File: config.mk
export PLATFORM = sky130hd
export DESIGN_NAME = ram_arbiter_flat
export DESIGN_NICKNAME = d
export VERILOG_FILES = /design/src/rtl/ram_arbiter_pkg.sv /design/src/rtl/ram_arbiter_if.sv /design/src/rtl/arb_starve_counter.sv /design/src/rtl/ram_arbiter.sv /design/src/flat_wrapper.sv
export SDC_FILE = /design/constraint.sdc
export NUM_CORES = 1
export LEC_CHECK = 0
export CAP_MARGIN = 20
export CORE_AREA = 2 2 106 108
export DETAILED_ROUTE_END_ITERATION = 6
export DIE_AREA = 0 0 108 110
export HOLD_SLACK_MARGIN = 0.08
export PLACE_DENSITY = 0.78
export RECOVER_POWER = 25
export SLEW_MARGIN = 15
export SYNTH_ARGS = -nofsm -noshare
export SYNTH_HDL_FRONTEND = slang
export SYNTH_SLANG_ARGS = --single-unit
File: constraint.sdc
create_clock -name clk -period 4.8 [get_ports clk]
set_input_delay 0.72 -clock clk [delete_from_list [all_inputs] [get_ports clk]]
set_output_delay 0.72 -clock clk [all_outputs]
set_load 0.05 [all_outputs]
File: src/rtl/ram_arbiter_pkg.sv
// Shared types and helpers for the RAM arbiter slice.
package ram_arbiter_pkg;

    // Owner of the response that is due in the current cycle.
    typedef enum logic [1:0] {
        RESP_NONE,
        RESP_INSTR,
        RESP_DATA_RD,
        RESP_DATA_WR
    } mem_resp_owner_t;

    localparam int unsigned WORD_W = 32;

    // Word-aligns a byte address; the RAM ignores the low two bits.
    function automatic logic [WORD_W-1:0] word_align(input logic [WORD_W-1:0] addr);
        return {addr[WORD_W-1:2], 2'b00};
    endfunction

endpackage

File: src/rtl/ram_arbiter_if.sv
// CPU-side fetch/load-store ports plus the RAM port of the arbiter.
interface ram_arbiter_if;
    logic        imem_req;
    logic [31:0] imem_addr;
    logic        imem_gnt;
    logic        imem_rvalid;
    logic [31:0] imem_rdata;
    logic        dmem_req;
    logic        dmem_we;
    logic [31:0] dmem_addr;
    logic [31:0] dmem_wdata;
    logic [3:0]  dmem_be;
    logic        dmem_gnt;
    logic        dmem_rvalid;
    logic [31:0] dmem_rdata;
    logic        ram_we;
    logic [31:0] ram_a;
    logic [31:0] ram_wd;
    logic [3:0]  ram_be;
    logic [31:0] ram_rd;

    // Core and RAM side (environment around the arbiter).
    modport master (
        output imem_req, imem_addr, dmem_req, dmem_we, dmem_addr, dmem_wdata, dmem_be, ram_rd,
        input  imem_gnt, imem_rvalid, imem_rdata, dmem_gnt, dmem_rvalid, dmem_rdata,
               ram_we, ram_a, ram_wd, ram_be
    );

    // Arbiter side.
    modport slave (
        input  imem_req, imem_addr, dmem_req, dmem_we, dmem_addr, dmem_wdata, dmem_be, ram_rd,
        output imem_gnt, imem_rvalid, imem_rdata, dmem_gnt, dmem_rvalid, dmem_rdata,
               ram_we, ram_a, ram_wd, ram_be
    );
endinterface

File: src/rtl/arb_starve_counter.sv
// Saturating count of consecutive dmem wins while a fetch is waiting.
module arb_starve_counter #(
    parameter int unsigned LIMIT = 4
) (
    input  logic clk,
    input  logic rst_n,
    input  logic inc,
    input  logic clr,
    output logic hit
);
    // LIMIT=0 still needs a 1-bit register; it never leaves zero.
    localparam int unsigned W = (LIMIT > 0) ? $clog2(LIMIT + 1) : 1;
    localparam logic [W-1:0] LIM = W'(LIMIT);

    logic [W-1:0] cnt;

    // Count up to LIM and hold there until cleared.
    always_ff @(posedge clk or negedge rst_n) begin
        if (!rst_n) begin
            cnt <= '0;
        end else if (clr) begin
            cnt <= '0;
        end else if (inc && (cnt != LIM)) begin
            cnt <= cnt + W'(1);
        end
    end

    assign hit = (LIMIT != 0) && (cnt == LIM);
endmodule

File: src/rtl/ram_arbiter.sv
// Shares one single-port RAM between fetch and load/store; data side has
// priority, bounded by a starvation limit for fetches.
module ram_arbiter
    import ram_arbiter_pkg::*;
#(
    parameter int unsigned STARVE_LIMIT = 4
) (
    input  logic           clk,
    input  logic           rst_n,
    ram_arbiter_if.slave   bus
);
    logic            starve_hit;
    logic            imem_gnt_w;
    logic            dmem_gnt_w;
    logic            starve_inc;
    logic            starve_clr;
    mem_resp_owner_t resp_owner;
    mem_resp_owner_t resp_next;
    logic [31:0]     imem_rdata_q;
    logic [31:0]     dmem_rdata_q;

    // Grant selection; both grants held low during reset.
    always_comb begin
        dmem_gnt_w = rst_n && bus.dmem_req && !(bus.imem_req && starve_hit);
        imem_gnt_w = rst_n && bus.imem_req && !dmem_gnt_w;
        starve_inc = dmem_gnt_w && bus.imem_req;
        starve_clr = imem_gnt_w || !bus.imem_req;
    end

    arb_starve_counter #(.LIMIT(STARVE_LIMIT)) u_starve (
        .clk   (clk),
        .rst_n (rst_n),
        .inc   (starve_inc),
        .clr   (starve_clr),
        .hit   (starve_hit)
    );

    // RAM port mux driven by the current winner.
    always_comb begin
        bus.imem_gnt = imem_gnt_w;
        bus.dmem_gnt = dmem_gnt_w;
        bus.ram_we   = dmem_gnt_w && bus.dmem_we;
        bus.ram_a    = '0;
        bus.ram_be   = '0;
        bus.ram_wd   = rst_n ? bus.dmem_wdata : '0;
        if (dmem_gnt_w) begin
            bus.ram_a  = word_align(bus.dmem_addr);
            bus.ram_be = bus.dmem_be;
        end else if (imem_gnt_w) begin
            bus.ram_a  = word_align(bus.imem_addr);
            bus.ram_be = bus.dmem_be;
        end
    end

    // Response owner register.
    always_ff @(posedge clk or negedge rst_n) begin
        if (!rst_n) begin
            resp_owner <= RESP_NONE;
        end else begin
            resp_owner <= resp_next;
        end
    end

    // Next response owner from this cycle's grant; rvalids decode the owner.
    always_comb begin
        resp_next       = RESP_NONE;
        bus.imem_rvalid = 1'b0;
        bus.dmem_rvalid = 1'b0;
        if (imem_gnt_w) begin
            resp_next = RESP_INSTR;
        end else if (dmem_gnt_w) begin
            resp_next = bus.dmem_we ? RESP_DATA_WR : RESP_DATA_RD;
        end
        case (resp_owner)
            RESP_INSTR:   bus.imem_rvalid = 1'b1;
            RESP_DATA_RD: bus.dmem_rvalid = 1'b1;
            RESP_DATA_WR: bus.dmem_rvalid = 1'b1;
            default:      ;
        endcase
    end

    // Read data captured at the grant edge and held until the next read.
    always_ff @(posedge clk or negedge rst_n) begin
        if (!rst_n) begin
            imem_rdata_q <= '0;
            dmem_rdata_q <= '0;
        end else begin
            if (imem_gnt_w) begin
                imem_rdata_q <= bus.ram_rd;
            end
            if (dmem_gnt_w && !bus.dmem_we) begin
                dmem_rdata_q <= bus.ram_rd;
            end
        end
    end

    assign bus.imem_rdata = imem_rdata_q;
    assign bus.dmem_rdata = dmem_rdata_q;
endmodule

File: src/flat_wrapper.sv
// flat-port wrapper written by rule: the top's interface ports become plain ports
module ram_arbiter_flat import ram_arbiter_pkg::*;
#(
    parameter int unsigned STARVE_LIMIT = 4
)
  (clk, rst_n, bus_imem_req, bus_imem_addr, bus_dmem_req, bus_dmem_we, bus_dmem_addr, bus_dmem_wdata, bus_dmem_be, bus_ram_rd, bus_imem_gnt, bus_imem_rvalid, bus_imem_rdata, bus_dmem_gnt, bus_dmem_rvalid, bus_dmem_rdata, bus_ram_we, bus_ram_a, bus_ram_wd, bus_ram_be);
  ram_arbiter_if bus_i ();
  input  logic clk;
  input  logic rst_n;
  input wire logic [$bits(bus_i.imem_req)-1:0] bus_imem_req;
  input wire logic [$bits(bus_i.imem_addr)-1:0] bus_imem_addr;
  input wire logic [$bits(bus_i.dmem_req)-1:0] bus_dmem_req;
  input wire logic [$bits(bus_i.dmem_we)-1:0] bus_dmem_we;
  input wire logic [$bits(bus_i.dmem_addr)-1:0] bus_dmem_addr;
  input wire logic [$bits(bus_i.dmem_wdata)-1:0] bus_dmem_wdata;
  input wire logic [$bits(bus_i.dmem_be)-1:0] bus_dmem_be;
  input wire logic [$bits(bus_i.ram_rd)-1:0] bus_ram_rd;
  output wire logic [$bits(bus_i.imem_gnt)-1:0] bus_imem_gnt;
  output wire logic [$bits(bus_i.imem_rvalid)-1:0] bus_imem_rvalid;
  output wire logic [$bits(bus_i.imem_rdata)-1:0] bus_imem_rdata;
  output wire logic [$bits(bus_i.dmem_gnt)-1:0] bus_dmem_gnt;
  output wire logic [$bits(bus_i.dmem_rvalid)-1:0] bus_dmem_rvalid;
  output wire logic [$bits(bus_i.dmem_rdata)-1:0] bus_dmem_rdata;
  output wire logic [$bits(bus_i.ram_we)-1:0] bus_ram_we;
  output wire logic [$bits(bus_i.ram_a)-1:0] bus_ram_a;
  output wire logic [$bits(bus_i.ram_wd)-1:0] bus_ram_wd;
  output wire logic [$bits(bus_i.ram_be)-1:0] bus_ram_be;
  assign bus_i.imem_req = bus_imem_req;
  assign bus_i.imem_addr = bus_imem_addr;
  assign bus_i.dmem_req = bus_dmem_req;
  assign bus_i.dmem_we = bus_dmem_we;
  assign bus_i.dmem_addr = bus_dmem_addr;
  assign bus_i.dmem_wdata = bus_dmem_wdata;
  assign bus_i.dmem_be = bus_dmem_be;
  assign bus_i.ram_rd = bus_ram_rd;
  assign bus_imem_gnt = bus_i.imem_gnt;
  assign bus_imem_rvalid = bus_i.imem_rvalid;
  assign bus_imem_rdata = bus_i.imem_rdata;
  assign bus_dmem_gnt = bus_i.dmem_gnt;
  assign bus_dmem_rvalid = bus_i.dmem_rvalid;
  assign bus_dmem_rdata = bus_i.dmem_rdata;
  assign bus_ram_we = bus_i.ram_we;
  assign bus_ram_a = bus_i.ram_a;
  assign bus_ram_wd = bus_i.ram_wd;
  assign bus_ram_be = bus_i.ram_be;
  ram_arbiter #(.STARVE_LIMIT(STARVE_LIMIT)) u_core (.clk(clk), .rst_n(rst_n), .bus(bus_i));
endmodule
==> reports/metrics.cfg <==
[sta]
fmax_mhz = 243
timing.hold.ws_ns = 0.343
setup_viol = 0
finalClockSkew_ns = 0.00777
relSlewSlack_pct = 29.7
tightest_slew_ns = 1.05
final-max-slew-violation-count = 0
hold_viol_final = 0
setup_tns_ns = 0
finalCritPeriodShare_pct = 85.7
unrepaired_setup_endpoints_after_global_routing = false
final_period_minus_worst_setup_slack_ns = 4.11

[synth]
synth_cells = 245
mappedNetlistArea_um2 = 3250
synth_seq_area_share_pct = 53.2
synth_warnings = 0
avgSynthCellArea_um2 = 13.2
yosysUniqueCellTypes = 25
postSynthRegisterBits = 69

[clock_tree]
post_cts_resized = 0
root_buffer = sky130_fd_sc_hd__clkbuf_8
clock_tree.buffer_depth = 2
cts_num_sinks = 69
cts_hold_repair.buffers = 0
postCtsSetupBuffers = 0
clk-insertion-delay-late_ns = 0.33
cts_tree = built
number_of_clock_buffers_inserted_by_tritoncts = 9
cts-htree-levels = 3
clk_pin_slew_worst_setup_hold_paths_ns = 0.08

[die]
floorplan.die.width_um = 108
initial_utilization_pct = 30.3
placementRows = 38
design.portCount = 274
die_y_um = 110
core_region_area_um2 = 10700
floorplan.die_area_um2 = 11900

[route]
avgViaCountPerCell = 4.51
routedWlPerCell_um = 17.5
first_iter_violations = 85
num_vias = 2952
drc_errors = 0
detail_route.first_pass.iterations = 4
detail-route-antenna-nets = 0
totalWireLength_mm = 11.5

[critical_path]
setup.worst_path.class = input pin to primary output
critPathLaunchType = input pin
critPathArrivalTime_ns = 3.39
worstSetupEndpointType = primary output
timing.critical_path.required_ns = 4.08
critical_path.max_fanout = 34

[place]
gp_congestion = 0.753
hpwlAfterDp_mm = 8.91
port_buffers = 267

[final_layout]
antenna_cells_inserted = 0
flow.area_growth_from_synthesis_pct = 93.8
layout-drive-gt1-share_pct = 16.5
finish.net_count = 648
num-fill-cells = 876
mostFrequentLayoutCell = sky130_fd_sc_hd__clkdlybuf4s50_1
mostFrequentLayoutCells = sky130_fd_sc_hd__clkdlybuf4s50_1 (265), sky130_fd_sc_hd__dfrtp_1 (69), sky130_fd_sc_hd__mux2_2 (60), sky130_fd_sc_hd__and2_1 (37), sky130_fd_sc_hd__a22o_1 (30)

[global_route]
grt_max_degree = 66
first_global_vias = 3178
globalRoute.totalOverflow = 0
initial_antenna_violation_count = 0
grt_util_met1_pct = 22.9
first_pass_grt_wire_length_mm = 16.5
grtUsageMet2_pct = 31.3
globalRouteMet3Util_pct = 4.76
grt_use_total_pct = 18.2
globalRoute.busiestLayer = met2

[status]
outcome = finished clean

[hold_path]
hold_path.class = input pin to asynchronous set/reset pin

[power_and_ir_drop]
totalPowerFinal_w = 0.00241
vdd_ir_drop_max_mv = 0.202
power_leakage_nw = 2.51
power-per-cell-area_nw_per_um2 = 383

[run]
maxCapViolations = 0

-- area by class of cell --
type | instances | area, µm² | share of cell area [%]
Tap cell | 140 | 175 | 2.79
Timing Repair Buffer | 272 | 2720 | 43.3
Multi-Input combinational cell | 155 | 1410 | 22.3
Sequential cell | 69 | 1730 | 27.5
Clock buffer | 10 | 138 | 2.19
Inverter | 2 | 7.51 | 0.119
Clock inverter | 6 | 116 | 1.85
-- report_power, final --
| part | internal, W | total [W] | switching (W) | leakage [nW] |
|---|---|---|---|---|
| logic | 0.000419 | 0.00107 | 0.000654 | 1.56 |
| clock network | 0.000364 | 0.000596 | 0.000231 | 0.127 |
| registers | 0.000686 | 0.000739 | 0.0000531 | 0.824 |
-- path summary, 6_finish.rpt --
kind / end / slack [ns] / cells past startpoint / from
setup / recovery: bus_ram_a[15] / 0.69 / 5 / bus_imem_req
hold / removal: u_core.bus.imem_rdata[20]$_DFFE_PN0P_ / 0.34 / 1 / rst_n
setup reg to reg: u_core.bus.imem_rdata[2]$_DFFE_PN0P_ / 2.19 / 6 / u_core.u_starve.cnt[0]$_DFFE_PN0P_
hold reg to reg: u_core.bus.imem_rdata[16]$_DFFE_PN0P_ / 0.49 / 1 / u_core.bus.imem_rdata[16]$_DFFE_PN0P_
max in group asynchronous: u_core.bus.dmem_rdata[19]$_DFFE_PN0P_ / 3.37 / 2 / rst_n
min in group clk: u_core.bus.imem_rdata[16]$_DFFE_PN0P_ / 0.49 / 1 / u_core.bus.imem_rdata[16]$_DFFE_PN0P_
-- per-stage QoR --
step	cell area [µm²]	instances	setup WS, ns	utilization (%)
final	6290	654	0.686	58.8
after global routing	6290	654	0.565	58.8
after global placement	6040	638	0.756	56.4
after floorplan	3250	246	1.88	-
after CTS	6290	654	0.704	58.8
after detailed placement	6040	638	0.706	56.4
-- cell usage after synthesis --
library cell,n,share of area (%)
sky130_fd_sc_hd__a21boi_0,1,0.23
sky130_fd_sc_hd__a21oi_2,1,0.27
sky130_fd_sc_hd__a22o_1,30,8.1
sky130_fd_sc_hd__a311oi_4,1,0.81
sky130_fd_sc_hd__a31oi_1,1,0.19
sky130_fd_sc_hd__and2_1,37,7.1
sky130_fd_sc_hd__buf_2,4,0.62
sky130_fd_sc_hd__buf_4,5,1.2
sky130_fd_sc_hd__buf_6,3,1.0
sky130_fd_sc_hd__clkbuf_1,8,0.93
sky130_fd_sc_hd__conb_1,1,0.12
sky130_fd_sc_hd__dfrtp_1,69,53
sky130_fd_sc_hd__ha_1,2,0.77
sky130_fd_sc_hd__inv_1,2,0.23
sky130_fd_sc_hd__mux2_1,4,1.4
sky130_fd_sc_hd__mux2_2,60,21
sky130_fd_sc_hd__nand2_1,3,0.35
sky130_fd_sc_hd__nand2_2,1,0.19
sky130_fd_sc_hd__nand2b_1,2,0.39
sky130_fd_sc_hd__nand4_1,1,0.19
sky130_fd_sc_hd__nor2_1,1,0.12
sky130_fd_sc_hd__nor2b_1,3,0.58
sky130_fd_sc_hd__nor3b_1,1,0.23
sky130_fd_sc_hd__o21a_1,3,0.69
sky130_fd_sc_hd__o32ai_1,1,0.27
-- routing by layer --
layer	wire length, µm	vias up
met4	70	0
met5	0	-
met3	773	5
li1	-	1390
met2	6000	131
met1	4630	1426
-- registers in the layout, indices dropped and copies added, names as in the netlist --
register and flops:
u_core.bus.dmem_rdata 32, u_core.bus.imem_rdata 32, u_core.u_starve.cnt 3, u_core.resp_owner 2
-- kinds of logic (layout without fill, tap and decap cells) --
logic type      count (synthesis)  count (layout)  synth area share [%]
flops                          69              69                  53.2
other cells                     1               2                 0.116
compound gates                 38              38                  10.6
mux                            64              64                  22.2
fa+ha+maj                       2               2                 0.771
simple gates                   49              49                  9.18
buf+inv                        22             290                  3.97
-- critical path, stage by stage --
cell                              delay, ns
sky130_fd_sc_hd__clkdlybuf4s50_1       0.66
sky130_fd_sc_hd__nand2_1               0.14
sky130_fd_sc_hd__a21oi_4               0.74
sky130_fd_sc_hd__a22o_1                0.28
sky130_fd_sc_hd__clkdlybuf4s50_1       0.84
No activity file was read; power rests on OpenSTA's default activity.
